===== config.mk =====
export PLATFORM = sky130hd
export DESIGN_NAME = led_div_seq
export DESIGN_NICKNAME = d
export VERILOG_FILES = /design/src/rtl/led_div_seq.sv
export SDC_FILE = /design/constraint.sdc
export NUM_CORES = 1
export LEC_CHECK = 0
export BUFFER_PORTS_ARGS = -buffer_cell sky130_fd_sc_hd__buf_2
export CAP_MARGIN = 10
export CORE_MARGIN = 2
export CORE_UTILIZATION = 55
export DETAILED_ROUTE_END_ITERATION = 10
export MAX_ROUTING_LAYER = met4
export PLACE_DENSITY = 0.78
export RECOVER_POWER = 50
export SLEW_MARGIN = 20
export SYNTH_ARGS = -nofsm -noshare
export SYNTH_HDL_FRONTEND = slang
export SYNTH_SLANG_ARGS = --single-unit

===== constraint.sdc =====
create_clock -name clk100 -period 2.85 [get_ports clk100]
set_input_delay 0.4275 -clock clk100 [delete_from_list [all_inputs] [get_ports clk100]]
set_output_delay 0.4275 -clock clk100 [all_outputs]
set_load 0.1 [all_outputs]

===== src/rtl/led_div_seq.sv =====
// ---------------------------------------------------------------------------
// led_div_seq
//   Upstream stage of the LED blink counter: produces the divider value and
//   its single-cycle write strobe for the counter's div_i/wren_i.
//
//   Follow mode (mode_i=0): debounces the raw divider div_i. Every settled
//   change that differs from the current div_o gives exactly one write.
//   Sweep mode  (mode_i=1): steps div_o through [DIV_MIN, DIV_MAX], advancing
//   once every BLINKS_PER_STEP rising edges of led_i.
//
//   Optional build macro LED_DIV_SEQ_PINGPONG_EN:
//     defined   - the sweep bounces between the bounds (direction flag,
//                 up on every entry to sweep mode).
//     undefined - the sweep wraps DIV_MAX -> DIV_MIN.
//
// Ports
//   clk100  in   1      system clock, single clock domain
//   rst     in   1      synchronous, active-high reset
//   div_i   in   DIV_W  raw divider from the block design; may glitch
//   mode_i  in   1      0 = follow, 1 = sweep
//   led_i   in   1      LED output of the downstream counter (clk100 domain)
//   div_o   out  DIV_W  divider to the counter; changes only with wren_o=1
//   wren_o  out  1      single-cycle write strobe
// ---------------------------------------------------------------------------
module led_div_seq #(
    parameter int DIV_W           = 5,
    parameter int DIV_RST         = 16,
    parameter int STABLE_CYC      = 1000,
    parameter int DIV_MIN         = 0,
    parameter int DIV_MAX         = 31,
    parameter int BLINKS_PER_STEP = 4
) (
    input  logic             clk100,
    input  logic             rst,
    input  logic [DIV_W-1:0] div_i,
    input  logic             mode_i,
    input  logic             led_i,
    output logic [DIV_W-1:0] div_o,
    output logic             wren_o
);

    localparam int CNT_W    = $clog2(STABLE_CYC) + 1;
    localparam int BLINK_W  = $clog2(BLINKS_PER_STEP) + 1;
    localparam int NUM_VALS = 1 << DIV_W;

    localparam logic [CNT_W-1:0]   CNT_ONE    = CNT_W'(1);
    localparam logic [CNT_W-1:0]   CNT_LAST   = CNT_W'(STABLE_CYC - 1);
    localparam logic [BLINK_W-1:0] BLINK_ONE  = BLINK_W'(1);
    localparam logic [BLINK_W-1:0] BLINK_LAST = BLINK_W'(BLINKS_PER_STEP - 1);
    localparam logic [DIV_W-1:0]   DIV_ONE    = DIV_W'(1);
    localparam logic [DIV_W-1:0]   RST_V      = DIV_W'(DIV_RST);
    localparam logic [DIV_W-1:0]   MIN_V      = DIV_W'(DIV_MIN);
    localparam logic [DIV_W-1:0]   MAX_V      = DIV_W'(DIV_MAX);
`ifdef LED_DIV_SEQ_PINGPONG_EN
    localparam logic [DIV_W-1:0]   MIN_UP     = DIV_W'(DIV_MIN + 1);
    localparam logic [DIV_W-1:0]   MAX_DN     = DIV_W'(DIV_MAX - 1);
`endif

    // One bit per divider value, set where the value lies inside the sweep
    // range. A table lookup keeps the range test free of comparisons that
    // degenerate to constants when a bound sits at the edge of the type.
    function automatic logic [NUM_VALS-1:0] range_mask();
        logic [NUM_VALS-1:0] m;
        m = '0;
        for (int i = 0; i < NUM_VALS; i++) begin
            m[i] = (i >= DIV_MIN) && (i <= DIV_MAX);
        end
        return m;
    endfunction

    localparam logic [NUM_VALS-1:0] IN_RANGE = range_mask();

    typedef enum logic [1:0] {
        ST_IDLE,
        ST_SETTLE,
        ST_WRITE,
        ST_SWEEP
    } state_t;

    state_t             state,  state_nxt;
    logic [DIV_W-1:0]   cand,   cand_nxt;
    logic [CNT_W-1:0]   cnt,    cnt_nxt;
    logic [BLINK_W-1:0] blink,  blink_nxt;
    logic               led_d;
    logic [DIV_W-1:0]   div_nxt;
    logic               wren_nxt;
    logic [DIV_W-1:0]   step_div;
    logic               led_rise;
`ifdef LED_DIV_SEQ_PINGPONG_EN
    logic               dir_up, dir_up_nxt, step_up;
`endif

    assign led_rise = led_i & ~led_d;

    // Next sweep value from the current divider.
    always_comb begin
        // NOTE: every combinational output gets a default before any branch,
        // so no path leaves it unassigned and no latch is inferred.
        step_div = MIN_V;
`ifdef LED_DIV_SEQ_PINGPONG_EN
        step_up  = 1'b1;
        if (!IN_RANGE[div_o]) begin
            step_div = MIN_V;
            step_up  = 1'b1;
        end else if (dir_up) begin
            if (div_o == MAX_V) begin
                step_div = MAX_DN;
                step_up  = 1'b0;
            end else begin
                step_div = div_o + DIV_ONE;
                step_up  = 1'b1;
            end
        end else begin
            if (div_o == MIN_V) begin
                step_div = MIN_UP;
                step_up  = 1'b1;
            end else begin
                step_div = div_o - DIV_ONE;
                step_up  = 1'b0;
            end
        end
`else
        if (IN_RANGE[div_o] && (div_o != MAX_V)) begin
            step_div = div_o + DIV_ONE;
        end
`endif
    end

    // Next-state and output logic. A mode mismatch between mode_i and the
    // current state outranks everything else: it drops any pending write and
    // discards an LED edge seen on the same cycle.
    always_comb begin
        state_nxt  = state;
        cand_nxt   = cand;
        cnt_nxt    = cnt;
        blink_nxt  = blink;
        div_nxt    = div_o;
        wren_nxt   = 1'b0;
`ifdef LED_DIV_SEQ_PINGPONG_EN
        dir_up_nxt = dir_up;
`endif

        if (mode_i && (state != ST_SWEEP)) begin
            state_nxt  = ST_SWEEP;
            blink_nxt  = '0;
`ifdef LED_DIV_SEQ_PINGPONG_EN
            dir_up_nxt = 1'b1;
`endif
        end else if (!mode_i && (state == ST_SWEEP)) begin
            state_nxt = ST_IDLE;
        end else begin
            unique case (state)
                ST_IDLE: begin
                    if (div_i != div_o) begin
                        cand_nxt  = div_i;
                        cnt_nxt   = CNT_ONE;
                        state_nxt = ST_SETTLE;
                    end
                end
                ST_SETTLE: begin
                    if (div_i != cand) begin
                        cand_nxt = div_i;
                        cnt_nxt  = CNT_ONE;
                    end else if (cnt == CNT_LAST) begin
                        // A glitch that settled back onto div_o needs no write.
                        state_nxt = (cand == div_o) ? ST_IDLE : ST_WRITE;
                    end else begin
                        cnt_nxt = cnt + CNT_ONE;
                    end
                end
                ST_WRITE: begin
                    div_nxt   = cand;
                    wren_nxt  = 1'b1;
                    state_nxt = ST_IDLE;
                end
                ST_SWEEP: begin
                    if (led_rise) begin
                        if (blink == BLINK_LAST) begin
                            blink_nxt  = '0;
                            div_nxt    = step_div;
                            wren_nxt   = 1'b1;
`ifdef LED_DIV_SEQ_PINGPONG_EN
                            dir_up_nxt = step_up;
`endif
                        end else begin
                            blink_nxt = blink + BLINK_ONE;
                        end
                    end
                end
                default: state_nxt = ST_IDLE;
            endcase
        end
    end

    // NOTE: sequential state uses non-blocking assignments only, so every
    // register samples the pre-edge values regardless of statement order.
    always_ff @(posedge clk100) begin
        if (rst) begin
            state  <= ST_IDLE;
            cand   <= '0;
            cnt    <= '0;
            blink  <= '0;
            led_d  <= 1'b0;
            div_o  <= RST_V;
            wren_o <= 1'b0;
`ifdef LED_DIV_SEQ_PINGPONG_EN
            dir_up <= 1'b1;
`endif
        end else begin
            state  <= state_nxt;
            cand   <= cand_nxt;
            cnt    <= cnt_nxt;
            blink  <= blink_nxt;
            led_d  <= led_i;
            div_o  <= div_nxt;
            wren_o <= wren_nxt;
`ifdef LED_DIV_SEQ_PINGPONG_EN
            dir_up <= dir_up_nxt;
`endif
        end
    end

endmodule


* After elaboration in Yosys (flattened, before gate mapping)
Memories as Yosys holds them, arrays and structs flattened. A register that Yosys moved wholly into a read port is not among the register bits. Index checks and enable logic that the tools add are counted.
Storage, ports and cells: flip-flop bits (word level) 28, memory bits (read-only) 32, input bits 9, output and inout bits 6, logic and storage cells 74, memories 1
Cells by class: add/sub/neg operators 3, $lt $le $gt $ge 1, equality and inequality tests 18, mux-type cells 25, bitwise gates (word level) 4, reductions and logical operators 15
Memories:
- (no name shown) | words 32, bits a word 1, read ports 1, clocked after memory_dff 1, write ports 0, line 123 | if (IN_RANGE[div_o] && (div_o != MAX_V)) begin
Operators with widths (number):
- two-way mux 5 bit | 7
- two-way mux 11 bit | 3
- one-hot mux 11 bit (2 select lines) | 1
- one-hot mux 5 bit (2 select lines) | 2
- AND reduction 5 bit | 3
- two-way mux 2 bit | 6
- inequality test 4 bit (second input constant) | 3
- adder 11 x 1 -> 11 bit (second input constant) | 1
- == test 11 x 10 -> 1 bit (second input constant) | 1
- inequality test 5 bit | 2
- inequality test 2 bit (second input constant) | 4
- < comparator 5 x 6 -> 1 bit (second input constant) | 1
- one-hot mux 2 bit (3 select lines) | 1
- adder 5 x 1 -> 5 bit (second input constant) | 1
- == test 5 bit | 1
- inequality test 5 bit (second input constant) | 1
- nonzero test 5 bit | 1
- == test 2 bit (second input constant) | 2
- AND reduction 4 bit | 1
- nonzero test 2 bit | 2
- adder 3 x 1 -> 3 bit (second input constant) | 1
- == test 3 x 2 -> 1 bit (second input constant) | 1
- logical AND 1 bit | 3
- two-way mux 1 bit | 3
- 12 further kinds | 14

* Logic depth before layout (Yosys ltp)
word-level depth 9, mapped depth 8, depth with buffers taken out 7

* Least setup slack after synthesis
Ideal clock, no wire load.
path kind reg-to-reg, from reg div_o[0], to reg div_o[2], library setup time 128 ps, arrival 2112 ps, setup slack 610 ps, stages on the path, launching flop included 8, clock period less this slack 2240 ps, cells stage by stage dfxtp_1 ha_1 and3_1 ha_1 nand2b_1 o32ai_1 a22oi_1 nor2_1
Between the ends: longest elaborated chain between the ends 6
Ends and longest elaborated chain:
- start, declared | line 38 | output logic [DIV_W-1:0] div_o,
- start signal, assigned | line 215 | div_o <= div_nxt;
- branches (longest 2 deep; another with adder 5 x 1 -> 5 bit)
- two-way mux 5 bit * | line 123
- two-way mux 5 bit * | line 178 | if (blink == BLINK_LAST) begin
- two-way mux 5 bit * | line 177 | if (led_rise) begin
- one-hot mux 5 bit (2 select lines) * | line 152 | unique case (state)
Every way passes the cells marked *. The select of a mux whose other input is x is not followed. A chain may end at the register's enable or synchronous reset.

* Worst setup path in the final report
from reg state[0], to reg cnt[4]
Between the ends: longest elaborated chain between the ends 4
Ends and longest elaborated chain:
- start, declared | line 80 | state_t state, state_nxt;
- start signal, assigned | line 210 | state <= state_nxt;
- branches (longest 4 deep; another with AND reduction 5 bit)
- end signal, assigned | line 212 | cnt <= cnt_nxt;
- end, declared | line 82 | logic [CNT_W-1:0] cnt, cnt_nxt;
Several ways; the timed one is not identified.

==> results by group <==
Clock tree
  • Post-CTS sizing: 0
  • CTS tree: yes
  • Setup Buffers After CTS: 0
  • Clk pin slew, worst setup/hold paths: 150 ps
  • Hold_buf cts: 0
  • Latest clock arrival within the worst-skew pair: 330 ps
  • CTS H-tree depth: 1
  • Clk sink count: 28
  • Cts bufs inserted: 3
  • CTS root buffer: clkbuf_4
  • CTS max path bufs: 2

Timing
  • Total negative slack: 0 ps
  • Max Slew Vio Count: 0
  • Setup ws final: 564 ps
  • Fin crit period: 2290 ps
  • RSZ-0062 raised after global routing: no
  • Fmax: 437 MHz
  • # setup viols final: 0
  • Final worst-path cycle share: 0.802
  • Clock skew: 4.27 ps
  • Worst Max-Slew Pin Slew: 1160 ps
  • Final Hold Fails: 0
  • Slew HR: 0.230

Power and ir drop
  • PwrDens: 769 nW/um^2
  • Peak supply drop: 0.000521 V
  • Leak pwr: 0.715 nW

Layout
  • Layout cells sized above 1: 0.0913
  • Antenna cell count: 0
  • Fillers: 285
  • Syn-to-layout area delta: 6.40%
  • Sequential cell area: 561 um^2
  • Final net count: 240
  • Layout Utilization: 0.610
  • Area of the multi-input gates: 1080 um^2
  • Finished Layout Cells: 252

Synth
  • Sequential area share after synthesis: 0.326
  • Largest cells by area after synthesis: dfxtp_1 33%, ha_1 8.0%, nand2_1 5.2%
  • Syn_nets: 227
  • Synth Register Bits: 28
  • Synth top area share: 0.326
  • Yosys warnings: 0
  • Syn_area_per_cell: 8.32 um^2
  • Leading area contributor after synthesis: dfxtp_1
  • Synth cell types: 46
  • Cells after synthesis: 207
  • Cell Area, Synth: 1720 um^2

Route
  • Via count: 1479
  • Final ANT Viol Nets: 0
  • Drt drc: 0
  • Post-DR vias/cell: 5.87
  • Routed WL per cell: 13.7 um
  • 1st-iter DRT viols: 74
  • Drt pass-1 iters: 4
  • Final WL: 3.45 mm

Floorplan
  • Core Region: 3000 um^2
  • Ports: 15
  • Die Wd: 60.0 um
  • FP Rows: 20
  • Die area: 3590 um^2
  • Die Y: 60.0 um
  • Initial Util: 0.573

Critical path
  • Crit path arrival time: 2570 ps
  • Crit Path Category: reg -> reg
  • R2R depth: 8
  • CP Capture Type: register
  • Maximum fanout along the worst path: 8
  • CP startpoint kind: register
  • Worst endpoint required time: 3130 ps

Global routing
  • First-pass GRT wire length: 5.94 mm
  • Antenna violations before repair: 0
  • Largest net degree at the start of global routing: 23
  • Total congestion overflow: 0
  • Vias in the first global route: 1346
  • Tot GR Track Use: 0.219

Hold path
  • Worst hold path class: in -> reg
  • Hold depth: 2

Placed design
  • # port buffers: 14
  • DP HPWL: 2.51 mm
  • Pre-CTS WS: 630 ps
  • RePlAce Congestion: 0.843
  • Placed Cells: 248

Outcome
  • Outcome: finished clean

Flow run
  • Max-Cap Viols: 0
cells in the final DEF (no fill, tap or decap), types with 4 or more instances in the layout:
cell type / netlist / final
clkbuf_1: 4 / 7
inv_1: 13 / 13
a21oi_1: 12 / 12
xor2_1: 9 / 9
buf_2: 3 / 7
a31oi_1: 5 / 5
nand2_1: 24 / 24
nor3_1: 9 / 9
xnor2_1: 7 / 7
o21ai_0: 9 / 9
nor2_1: 9 / 9
nand3_1: 9 / 9
dfxtp_1: 28 / 28
ha_1: 11 / 11
a32o_1: 4 / 4
logic make-up (layout without fill, tap and decap cells):
kind of cell | after synthesis | in the layout | share of synthesized area
AO/OA/AOI/OAI | 52 | 52 | 0.214
XOR/XNOR | 16 | 16 | 0.0814
adder cells (fa/ha/maj) | 11 | 11 | 0.0799
buffers and inverters | 20 | 32 | 0.0458
flip-flops | 28 | 28 | 0.326
multiplexers | 3 | 3 | 0.0174
AND/OR/NAND/NOR | 77 | 77 | 0.235
worst max-delay path: stages, from the launching register on:
cell and delay (ps):
dfxtp_1 440, ha_1 280, inv_1 70, ha_1 250, nor3_1 250, o21ai_1 200, buf_4 210, nor2_1 360
a32o_1 180
worst paths after layout:
kind                                  to  slack, ps      from
worst max-delay path              cnt[4]        560  state[0]
worst min-delay path               led_d        340     led_i
worst max register to register    cnt[4]        560  state[0]
worst min register to register  blink[2]        460  blink[2]
sequential cells by signal, summed over array words and instances (netlist names):
name    cells
blink       3
cand        5
cnt        11
div_o       5
led_d       1
state       2
wren_o      1
metrics by stage:
step	total power, mW	area (um^2)	hold WS [ps]
after floorplan	1.09	1720	420
after global placement	1.21	1810	430
after detailed placement	1.22	1810	444
after CTS	1.42	1850	340
after global routing	1.51	1830	349
final	1.41	1830	345
final cells by class:
class | instances | area share
timing repair buffer | 15 | 0.0376
multi-input combinational | 159 | 0.587
inverter | 13 | 0.0266
clock buffer | 4 | 0.0198
sequential | 28 | 0.306
tap | 33 | 0.0225
cells in the mapped netlist (all sizes together):
master / number
dfxtp: 28
nand2: 25
inv: 13
a21oi: 12
ha: 11
nor3: 10
o21ai: 10
nand3: 9
nor2: 9
xor2: 9
xnor2: 7
a31oi: 5
and3: 5
a32o: 4
clkbuf: 4
buf: 3
mux2i: 3
nand2b: 3
nor3b: 3
o211a: 3
o32ai: 3
a21boi: 2
a22oi: 2
nand3b: 2
nor2b: 2
nor4: 2
o21a: 2
o221ai: 2
o2bb2ai: 2
or2: 2
a2111o: 1
a211oi: 1
a21o: 1
a221oi: 1
a41oi: 1
and2: 1
nand4: 1
nand4bb: 1
or3: 1
or4: 1
power breakdown:
part	total (mW)	internal, mW	switching, mW
registers	0.537	0.450	0.0873
clock network	0.198	0.0782	0.120
logic	0.673	0.222	0.451
total	1.41	0.751	0.658
metal layers:
| layer | vias up | global-route usage | wire length (um) |
|---|---|---|---|
| met3 | 2 | 0.0195 | 121 |
| li1 | 772 | - | - |
| met2 | 26 | 0.332 | 1510 |
| met1 | 679 | 0.308 | 1800 |
| met4 | 0 | 0.0698 | 15 |
| met5 | - | - | 0 |
Power figures use the tool's default switching activity.
